==> src/rtl/mem_if_pkg.sv <==
// Shared types for the unified memory port: bus width defaults, arbiter FSM states, owner ids.
// No logic, so no latency.
// No flow control of its own.
package mem_if_pkg;

    localparam int DEF_ADDR_W = 32;
    localparam int DEF_DATA_W = 32;

    typedef enum logic [1:0] {
        ST_IDLE   = 2'd0,
        ST_BUSY_I = 2'd1,
        ST_BUSY_D = 2'd2
    } arb_state_t;

    typedef enum logic {
        OWN_I = 1'b0,
        OWN_D = 1'b1
    } owner_t;

endpackage

==> src/rtl/mem_arbiter_if.sv <==
// Bundles the fetch, load/store and memory-port signals seen by mem_arbiter.
// Wires only, so no latency.
// valid/ready on every request side; responses are single-cycle pulses with no backpressure.
interface mem_arbiter_if #(
    parameter int ADDR_W = mem_if_pkg::DEF_ADDR_W,
    parameter int DATA_W = mem_if_pkg::DEF_DATA_W
);
    logic                  i_valid;
    logic                  i_ready;
    logic [ADDR_W-1:0]     i_addr;
    logic                  i_rvalid;
    logic [DATA_W-1:0]     i_rdata;

    logic                  d_valid;
    logic                  d_ready;
    logic [ADDR_W-1:0]     d_addr;
    logic                  d_wen;
    logic [DATA_W-1:0]     d_wdata;
    logic [DATA_W/8-1:0]   d_wmask;
    logic                  d_rvalid;
    logic [DATA_W-1:0]     d_rdata;

    logic                  mem_valid;
    logic                  mem_ready;
    logic [ADDR_W-1:0]     mem_addr;
    logic                  mem_wen;
    logic [DATA_W-1:0]     mem_wdata;
    logic [DATA_W/8-1:0]   mem_wmask;
    logic                  mem_rvalid;
    logic [DATA_W-1:0]     mem_rdata;

    // arbiter side
    modport master (
        input  i_valid, i_addr,
        output i_ready, i_rvalid, i_rdata,
        input  d_valid, d_addr, d_wen, d_wdata, d_wmask,
        output d_ready, d_rvalid, d_rdata,
        output mem_valid, mem_addr, mem_wen, mem_wdata, mem_wmask,
        input  mem_ready, mem_rvalid, mem_rdata
    );

    // core and memory side
    modport slave (
        output i_valid, i_addr,
        input  i_ready, i_rvalid, i_rdata,
        output d_valid, d_addr, d_wen, d_wdata, d_wmask,
        input  d_ready, d_rvalid, d_rdata,
        input  mem_valid, mem_addr, mem_wen, mem_wdata, mem_wmask,
        output mem_ready, mem_rvalid, mem_rdata
    );

endinterface

==> src/rtl/mem_arb_pick.sv <==
// Chooses the owner of the next memory command: a held lock wins, then D unless I is starving, then I.
// Selection is combinational; lock and starve count update on the handshake edge.
// A command stalled by mem_ready=0 locks its owner so the memory sees stable fields until accepted.
module mem_arb_pick
    import mem_if_pkg::*;
#(
    parameter int STARVE_LIMIT = 4
) (
    input  logic   clk,
    input  logic   rst_n,
    input  logic   idle,
    input  logic   i_valid,
    input  logic   d_valid,
    input  logic   mem_ready,
    output logic   pick_vld,
    output owner_t owner
);

    localparam int               CNT_W   = (STARVE_LIMIT > 0) ? $clog2(STARVE_LIMIT + 1) : 1;
    localparam logic [CNT_W-1:0] CNT_MAX = CNT_W'(STARVE_LIMIT);

    logic             lock;
    owner_t           lock_owner;
    logic [CNT_W-1:0] cnt;
    logic             starve;
    logic             hs;

    always_comb begin
        starve   = (STARVE_LIMIT != 0) && i_valid && (cnt == CNT_MAX);
        owner    = OWN_I;
        pick_vld = 1'b0;
        if (idle) begin
            if (lock) begin
                owner    = lock_owner;
                pick_vld = (lock_owner == OWN_D) ? d_valid : i_valid;
            end else if (d_valid && !starve) begin
                owner    = OWN_D;
                pick_vld = 1'b1;
            end else if (i_valid) begin
                pick_vld = 1'b1;
            end
        end
        hs = pick_vld && mem_ready;
    end

    always_ff @(posedge clk) begin
        if (!rst_n) begin
            lock       <= 1'b0;
            lock_owner <= OWN_I;
            cnt        <= '0;
        end else begin
            if (hs) begin
                lock <= 1'b0;
            end else if (pick_vld) begin
                lock       <= 1'b1;
                lock_owner <= owner;
            end
            // count D wins only while I is actually waiting; saturates at the limit
            if ((hs && owner == OWN_I) || (idle && !i_valid)) begin
                cnt <= '0;
            end else if (hs && i_valid && cnt != CNT_MAX) begin
                cnt <= cnt + CNT_W'(1);
            end
        end
    end

endmodule

==> src/rtl/mem_arbiter.sv <==
// Shares one memory port between fetch (I) and load/store (D), one transaction outstanding at a time.
// Command is offered combinationally from IDLE; response passes through in the same cycle as mem_rvalid.
// Requesters stall on ready; the memory stalls commands with mem_ready; back-to-back is one txn per 2 cycles.
module mem_arbiter
    import mem_if_pkg::*;
#(
    parameter int ADDR_W       = DEF_ADDR_W,
    parameter int DATA_W       = DEF_DATA_W,
    parameter int STARVE_LIMIT = 4
) (
    input  logic          clk,
    input  logic          rst_n,
    mem_arbiter_if.master bus
);

    arb_state_t state_q;
    arb_state_t state_d;
    logic       idle;
    logic       pick_vld;
    owner_t     owner;

    assign idle = (state_q == ST_IDLE) && rst_n;

    mem_arb_pick #(
        .STARVE_LIMIT (STARVE_LIMIT)
    ) u_pick (
        .clk       (clk),
        .rst_n     (rst_n),
        .idle      (idle),
        .i_valid   (bus.i_valid),
        .d_valid   (bus.d_valid),
        .mem_ready (bus.mem_ready),
        .pick_vld  (pick_vld),
        .owner     (owner)
    );

    always_ff @(posedge clk) begin
        if (!rst_n) begin
            state_q <= ST_IDLE;
        end else begin
            state_q <= state_d;
        end
    end

    always_comb begin
        state_d       = state_q;
        bus.mem_valid = 1'b0;
        bus.mem_addr  = '0;
        bus.mem_wen   = 1'b0;
        bus.mem_wdata = '0;
        bus.mem_wmask = '0;
        bus.i_ready   = 1'b0;
        bus.d_ready   = 1'b0;
        bus.i_rvalid  = 1'b0;
        bus.i_rdata   = '0;
        bus.d_rvalid  = 1'b0;
        bus.d_rdata   = '0;
        // outputs are held quiet for the whole time rst_n is low, not just after the first edge
        if (rst_n) begin
            unique case (state_q)
                ST_IDLE: begin
                    bus.mem_valid = pick_vld;
                    if (owner == OWN_D) begin
                        bus.mem_addr  = bus.d_addr;
                        bus.mem_wen   = bus.d_wen;
                        bus.mem_wdata = bus.d_wen ? bus.d_wdata : '0;
                        bus.mem_wmask = bus.d_wen ? bus.d_wmask : '0;
                        bus.d_ready   = pick_vld && bus.mem_ready;
                    end else begin
                        bus.mem_addr  = bus.i_addr;
                        bus.i_ready   = pick_vld && bus.mem_ready;
                    end
                    if (pick_vld && bus.mem_ready) begin
                        state_d = (owner == OWN_D) ? ST_BUSY_D : ST_BUSY_I;
                    end
                end
                ST_BUSY_I: begin
                    if (bus.mem_rvalid) begin
                        bus.i_rvalid = 1'b1;
                        bus.i_rdata  = bus.mem_rdata;
                        state_d      = ST_IDLE;
                    end
                end
                ST_BUSY_D: begin
                    if (bus.mem_rvalid) begin
                        bus.d_rvalid = 1'b1;
                        bus.d_rdata  = bus.mem_rdata;
                        state_d      = ST_IDLE;
                    end
                end
                default: state_d = ST_IDLE;
            endcase
        end
    end

endmodule

==> src/flat_wrapper.sv <==
// flat-port wrapper written by rule: the top's interface ports become plain ports
module mem_arbiter_flat import mem_if_pkg::*;
#(
    parameter int ADDR_W       = DEF_ADDR_W,
    parameter int DATA_W       = DEF_DATA_W,
    parameter int STARVE_LIMIT = 4
)
  (clk, rst_n, bus_i_valid, bus_i_addr, bus_i_ready, bus_i_rvalid, bus_i_rdata, bus_d_valid, bus_d_addr, bus_d_wen, bus_d_wdata, bus_d_wmask, bus_d_ready, bus_d_rvalid, bus_d_rdata, bus_mem_valid, bus_mem_addr, bus_mem_wen, bus_mem_wdata, bus_mem_wmask, bus_mem_ready, bus_mem_rvalid, bus_mem_rdata);
  mem_arbiter_if #(.ADDR_W(ADDR_W), .DATA_W(DATA_W)) bus_i ();
  input  logic clk;
  input  logic rst_n;
  input wire logic [$bits(bus_i.i_valid)-1:0] bus_i_valid;
  input wire logic [$bits(bus_i.i_addr)-1:0] bus_i_addr;
  output wire logic [$bits(bus_i.i_ready)-1:0] bus_i_ready;
  output wire logic [$bits(bus_i.i_rvalid)-1:0] bus_i_rvalid;
  output wire logic [$bits(bus_i.i_rdata)-1:0] bus_i_rdata;
  input wire logic [$bits(bus_i.d_valid)-1:0] bus_d_valid;
  input wire logic [$bits(bus_i.d_addr)-1:0] bus_d_addr;
  input wire logic [$bits(bus_i.d_wen)-1:0] bus_d_wen;
  input wire logic [$bits(bus_i.d_wdata)-1:0] bus_d_wdata;
  input wire logic [$bits(bus_i.d_wmask)-1:0] bus_d_wmask;
  output wire logic [$bits(bus_i.d_ready)-1:0] bus_d_ready;
  output wire logic [$bits(bus_i.d_rvalid)-1:0] bus_d_rvalid;
  output wire logic [$bits(bus_i.d_rdata)-1:0] bus_d_rdata;
  output wire logic [$bits(bus_i.mem_valid)-1:0] bus_mem_valid;
  output wire logic [$bits(bus_i.mem_addr)-1:0] bus_mem_addr;
  output wire logic [$bits(bus_i.mem_wen)-1:0] bus_mem_wen;
  output wire logic [$bits(bus_i.mem_wdata)-1:0] bus_mem_wdata;
  output wire logic [$bits(bus_i.mem_wmask)-1:0] bus_mem_wmask;
  input wire logic [$bits(bus_i.mem_ready)-1:0] bus_mem_ready;
  input wire logic [$bits(bus_i.mem_rvalid)-1:0] bus_mem_rvalid;
  input wire logic [$bits(bus_i.mem_rdata)-1:0] bus_mem_rdata;
  assign bus_i.i_valid = bus_i_valid;
  assign bus_i.i_addr = bus_i_addr;
  assign bus_i_ready = bus_i.i_ready;
  assign bus_i_rvalid = bus_i.i_rvalid;
  assign bus_i_rdata = bus_i.i_rdata;
  assign bus_i.d_valid = bus_d_valid;
  assign bus_i.d_addr = bus_d_addr;
  assign bus_i.d_wen = bus_d_wen;
  assign bus_i.d_wdata = bus_d_wdata;
  assign bus_i.d_wmask = bus_d_wmask;
  assign bus_d_ready = bus_i.d_ready;
  assign bus_d_rvalid = bus_i.d_rvalid;
  assign bus_d_rdata = bus_i.d_rdata;
  assign bus_mem_valid = bus_i.mem_valid;
  assign bus_mem_addr = bus_i.mem_addr;
  assign bus_mem_wen = bus_i.mem_wen;
  assign bus_mem_wdata = bus_i.mem_wdata;
  assign bus_mem_wmask = bus_i.mem_wmask;
  assign bus_i.mem_ready = bus_mem_ready;
  assign bus_i.mem_rvalid = bus_mem_rvalid;
  assign bus_i.mem_rdata = bus_mem_rdata;
  mem_arbiter #(.ADDR_W(ADDR_W), .DATA_W(DATA_W), .STARVE_LIMIT(STARVE_LIMIT)) u_core (.clk(clk), .rst_n(rst_n), .bus(bus_i));
endmodule
==> config.mk <==
export PLATFORM = sky130hd
export DESIGN_NAME = mem_arbiter_flat
export DESIGN_NICKNAME = d
export VERILOG_FILES = /design/src/rtl/mem_if_pkg.sv /design/src/rtl/mem_arbiter_if.sv /design/src/rtl/mem_arb_pick.sv /design/src/rtl/mem_arbiter.sv /design/src/flat_wrapper.sv
export SDC_FILE = /design/constraint.sdc
export NUM_CORES = 1
export LEC_CHECK = 0
export ABC_CLOCK_PERIOD_IN_PS = 1800
export BUFFER_PORTS_ARGS = -buffer_cell sky130_fd_sc_hd__buf_2
export CAP_MARGIN = 20
export CORE_AREA = 2 2 108 110
export DETAILED_ROUTE_END_ITERATION = 8
export DIE_AREA = 0 0 110 112
export GPL_ROUTABILITY_DRIVEN = 0
export SLEW_MARGIN = 10
export SYNTH_ARGS = -nofsm -noshare
export SYNTH_HDL_FRONTEND = slang
export SYNTH_SLANG_ARGS = --single-unit
==> constraint.sdc <==
create_clock -name clk -period 1.8 [get_ports clk]
set_input_delay 0.09 -clock clk [delete_from_list [all_inputs] [get_ports clk]]
set_output_delay 0.09 -clock clk [all_outputs]
set_load 0.005 [all_outputs]
### Word-level counts from Yosys, hierarchy flattened

Index checks and enable logic that the tools add are counted.

* input port bits: 139
* register bits after elaboration: 7
* output and inout bits: 138
* word-level logic and storage cells: 75

* mux-type cells: 44
* bitwise logic cells: 3
* add/subtract/negate cells: 1
* equal/unequal tests: 6
* reductions and logical operators: 17

Operators with widths (number)
* two-way mux 32 bit: 12
* two-way mux 1 bit: 24
* two-way mux 4 bit: 4
* logical AND 1 bit: 8
* two-way mux 2 bit: 3
* OR reduction 2 bit: 3
* case mux 2 bit (2 select lines): 1
* AND reduction 2 bit: 2
* adder 3 x 1 -> 3 bit, second input constant: 1
* == test 3 bit, second input constant: 1
* inequality test 3 bit, second input constant: 1
* inverter 1 bit: 3
* == test 2 x 1 -> 1 bit, second input constant: 1
* == test 2 bit, second input constant: 1
* logical NOT 1 bit: 2
* logical NOT 2 bit: 1
* inequality test 2 x 1 -> 1 bit, second input constant: 1
* inequality test 2 bit, second input constant: 1
* logical OR 1 bit: 1

### Depth between registers and ports, before layout

* depth in word-level cells: 11
* depth in mapped cells: 8
* mapped depth without buffers: 6

### By module

From an unflattened synthesis, not the netlist that was laid out.

* cells, all modules: 245
* area, all modules: 1700.4 µm²

Modules (own cells, without submodules)
* mem_arbiter: instances 1, area each 1366.3 µm², cells an instance 206, sequential area each 40.0 µm²
* mem_arb_pick: instances 1, area each 334.1 µm², cells an instance 39, sequential area each 100.1 µm²

### Least setup slack after synthesis

OpenSTA, ideal clock, no wires.

* kind: register -> register
* start: register u_core.state_q[0]
* end: register u_core.u_pick.cnt[2]
* cell stages (with the launch flop): 8
* setup time: 0.071 ns
* data arrival time: 1.709 ns
* clock period less this slack: 1.780 ns
* path buffers: 1
* required time: 1.729 ns
* slack: 0.020 ns
* cell sequence: dfxtp_1 -> inv_1 -> ha_1 -> o2111a_1 -> a21bo_1 -> buf_6 -> or4_1 -> a21oi_1

* longest elaborated chain between the ends: 7
* elaborated cells between the ends (all ways): 12
* classes of those cells: mux: 2; bitwise: 1; reduce/logical: 9

Ends and longest elaborated chain
* from (decl): line mem_arbiter.sv:16 `arb_state_t state_q;`
* from (signal assigned): line mem_arbiter.sv:41 `state_q <= state_d;`
* logical NOT 2 bit (*): line mem_arbiter.sv:22 `assign idle = (state_q == ST_IDLE) && rst_n;`
* logical AND 1 bit (*): line mem_arbiter.sv:22
* two-way mux 1 bit: line mem_arb_pick.sv:32 `if (idle) begin`
* logical AND 1 bit or inverter 1 bit (tied branches): line mem_arb_pick.sv:43, mem_arb_pick.sv:59
* logical AND 1 bit: line mem_arb_pick.sv:59 `if ((hs && owner == OWN_I) || (idle && !i_valid)) begin`
* logical OR 1 bit: line mem_arb_pick.sv:59
* OR reduction 2 bit (no source line)
* to (signal assigned): line mem_arb_pick.sv:62 `cnt <= cnt + CNT_W'(1);`
* to (decl): line mem_arb_pick.sv:24 `logic [CNT_W-1:0] cnt;`

Mark *: on every way between the ends. The rest lies on a longest branch, timed or not.
A chain may end at the register's enable or synchronous reset.

### Final worst setup path

* start: register u_core.u_pick.cnt[1]
* end: output port bus_mem_wdata[11]

* longest elaborated chain between the ends: 10

Ends and longest elaborated chain
* == test 3 bit: line mem_arb_pick.sv:29 `starve = (STARVE_LIMIT != 0) && i_valid && (cnt == CNT_MAX);`
* logical AND 1 bit: line mem_arb_pick.sv:29
* logical NOT 1 bit: line mem_arb_pick.sv:36 `end else if (d_valid && !starve) begin`
* logical AND 1 bit: line mem_arb_pick.sv:36
* two-way mux 1 bit: line mem_arb_pick.sv:36
* two-way mux 1 bit: line mem_arb_pick.sv:33 `if (lock) begin`
* two-way mux 1 bit: line mem_arb_pick.sv:32
* two-way mux 32 bit: line mem_arbiter.sv:63 `if (owner == OWN_D) begin`
* two-way mux 32 bit: line mem_arbiter.sv:60 `unique case (state_q)`
* two-way mux 32 bit: line mem_arbiter.sv:59 `if (rst_n) begin`
* to (decl): line flat_wrapper.sv:28 `output wire logic [$bits(bus_i.mem_wdata)-1:0] bus_mem_wdata;`

No other way between the ends.

==> impl_metrics.json <==
{
  "clkLatencyLatePin_ns": 0.24,
  "dieArea_sq_mm": 0.0123,
  "worst_pin_slew_ns": 0.475,
  "grt_pass1_wl_um": 11100,
  "dpl.hpwl_um": 6220,
  "final.fill_count": 1241,
  "crit_fanout": 9,
  "synthCells": 277,
  "fin_nets": 706,
  "die_w_um": 110,
  "crit_arrival_ns": 1.82,
  "root_buffer": "clkbuf_16",
  "rr_worst_depth": 6,
  "async_reset_ff_share_pct": 0,
  "cts_tree": "yes",
  "vias_per_cell": 4.04,
  "synth_seq_cells": 7,
  "clk_pin_slew_ns": 0.04,
  "synth.top_cells.by_area": "and2_1, nand2_1, a21oi_1",
  "critPathRequiredTime_ns": 1.71,
  "total_leakage_power_uw": 0.00225,
  "critPathLaunchType": "flop",
  "period_needed_ns": 1.91,
  "chipHeight_um": 112,
  "failed_checks": "negative setup slack",
  "drive_gt1_share_pct": 62.2,
  "holdWs_ns": 0.174,
  "ant_nets": 0,
  "drcViolationCount": 0,
  "rsz0062_at_grt": "yes",
  "pre_cts_ws_ns": 0.0185,
  "cts_hold_buf": 0,
  "irDropWorstVdd_mv": 0.225,
  "vias": 2842,
  "wl_met2_um": 4620,
  "power_density_mw_per_mm2": 432,
  "seq_area_sq_um": 143,
  "worstSetupPathType": "reg -> out",
  "grt_max_degree": 38,
  "yosysWarnings": 0,
  "finalClockSkew_ns": 0.00148,
  "start_util_pct": 14.4,
  "hold_depth": 3,
  "drt-total-wl_um": 9030,
  "max_clock_freq_ghz": 0.524,
  "synth_area_per_cell_sq_um": 5.81,
  "wl_met1_um": 3680,
  "area_growth_pct": 133,
  "drt_iter0_markers": 133,
  "hold_path.class": "in -> reg",
  "hold_violations": 0,
  "syn_area_sq_mm": 0.00161,
  "antenna_cells": 0,
  "grt_pass1_vias": 2314,
  "synth_largest_area_cell": "and2_1",
  "wl_per_cell_um": 12.8,
  "yosys-top-cells-count": "and2_1, nand2_1, a21oi_1, clkbuf_1, dfxtp_1",
  "slew_headroom_pct": 68.2,
  "highest_layer": "met4",
  "layout_setup_ws_ns": -0.107,
  "core_area_sq_mm": 0.0112,
  "synth_edf_count": 0,
  "synth_top_area_share_pct": 38.9,
  "clock_path_buffers": 2,
  "ys_seq_area_share_pct": 8.70,
  "status": "finished with violations",
  "grt-ovfl-total": 0,
  "cp-end-kind": "output port",
  "finalSetupViolations": 53,
  "synth_most_common_cell": "and2_1",
  "syn-num-nets": 421,
  "post-route-period-util_pct": 106,
  "routed-wl-met3_um": 690,
  "io_pins": 277,
  "portBuffers": 276,
  "synthFlopType": "dfxtp_1",
  "max_cap_violations": 0,
  "grt_usage_pct": 11.1,
  "cts_sinks": 7,
  "synth.distinct_cells": 32,
  "fp-row-count": 39,
  "drv_slew": 0,
  "multi_input_area_sq_mm": 0.00150,
  "cts_buffers": 3,
  "cts_max_level": 1,
  "drt_pass1_iterations": 4,
  "antenna_found_initial": 0
}
report_power, final:
part           switching, uW  leakage, uW  internal, uW
sequential              19.4    0.0000580           171
clock                   96.0    0.0000382           296
combinational            490      0.00215           551
total                    606      0.00225          1020
metal layers:
layer | track usage, % | vias up
met2 | 20.3 | 135
met5 | 0 | -
met4 | 1.77 | 0
met3 | 1.35 | 3
li1 | - | 1456
met1 | 14.0 | 1248
logic make-up (layout without fill, tap and decap cells):
| kind of cell | after synthesis | count (layout) | synth area share, % |
|---|---|---|---|
| AND/OR/NAND/NOR | 187 | 187 | 61.4 |
| AO/OA/AOI/OAI | 49 | 49 | 17.8 |
| buffers and inverters | 27 | 311 | 6.99 |
| flip-flops | 7 | 7 | 8.70 |
| adder cells (fa/ha/maj) | 5 | 5 | 3.89 |
| multiplexers | 2 | 2 | 1.24 |
path summary, 6_finish.rpt:
check	start	endpoint	slack, ns
min	bus_mem_ready	u_core.u_pick.lock_owner	0.17
max reg2reg	u_core.state_q[0]	u_core.u_pick.cnt[2]	0.07
max	u_core.u_pick.cnt[1]	bus_mem_wdata[11]	-0.11
min reg2reg	u_core.u_pick.cnt[1]	u_core.u_pick.cnt[1]	0.51
state kept, by name (all words and copies together), names as in the netlist:
name                      cells
u_core.u_pick.cnt             3
u_core.state_q                2
u_core.u_pick.lock            1
u_core.u_pick.lock_owner      1
critical path, cell delays in order (launching register included):
cell and delay [ns]:
dfxtp_2 0.34, inv_2 0.05, ha_4 0.15, nand3_2 0.08, a22oi_2 0.07, buf_6 0.15
nor3b_4 0.18, buf_6 0.16, buf_6 0.14, and2_1 0.14, buf_2 0.12
cell usage in the layout (no fill, tap or decap), types with 4 or more instances in the layout:
master	n
a21oi_2	6
buf_2	264
nand2_2	7
and2_1	88
dfxtp_1	5
a21oi_1	29
buf_6	17
clkbuf_16	9
buf_4	9
and2_4	12
nand2_1	63
inv_2	4
what timing repair did:
item / 4_1_cts / 5_1_grt
endpoints found under the setup margin: 136 / 72
setup buffers: 0 / 6
hold endpoints to repair: 0 / 0
gates cloned: 1 / 9
resized for setup: 18 / 50
pin swaps: 1 / 16
layout make-up:
cell class / count / area share (%)
repair buffers: 301 / 48.8
multi-input cells: 243 / 40.0
well taps: 143 / 4.76
flip-flops and latches: 7 / 3.80
clock buffers: 4 / 2.10
inverters: 6 / 0.599
per-stage QoR:
step           util, %  std cells  total power, uW  area, sq um  setup TNS [ns]
2_1_floorplan        -        277              557         1610               0
3_3_place_gp      28.4        684              984         3180               0
3_5_place_dp      28.4        684              981         3180               0
4_1_cts           29.9        689             1440         3350          -0.741
5_1_grt           33.6        704             1740         3760           -7.11
6_report          33.6        704             1620         3760           -3.04
Note: power is estimated with default switching activity, not from simulation.
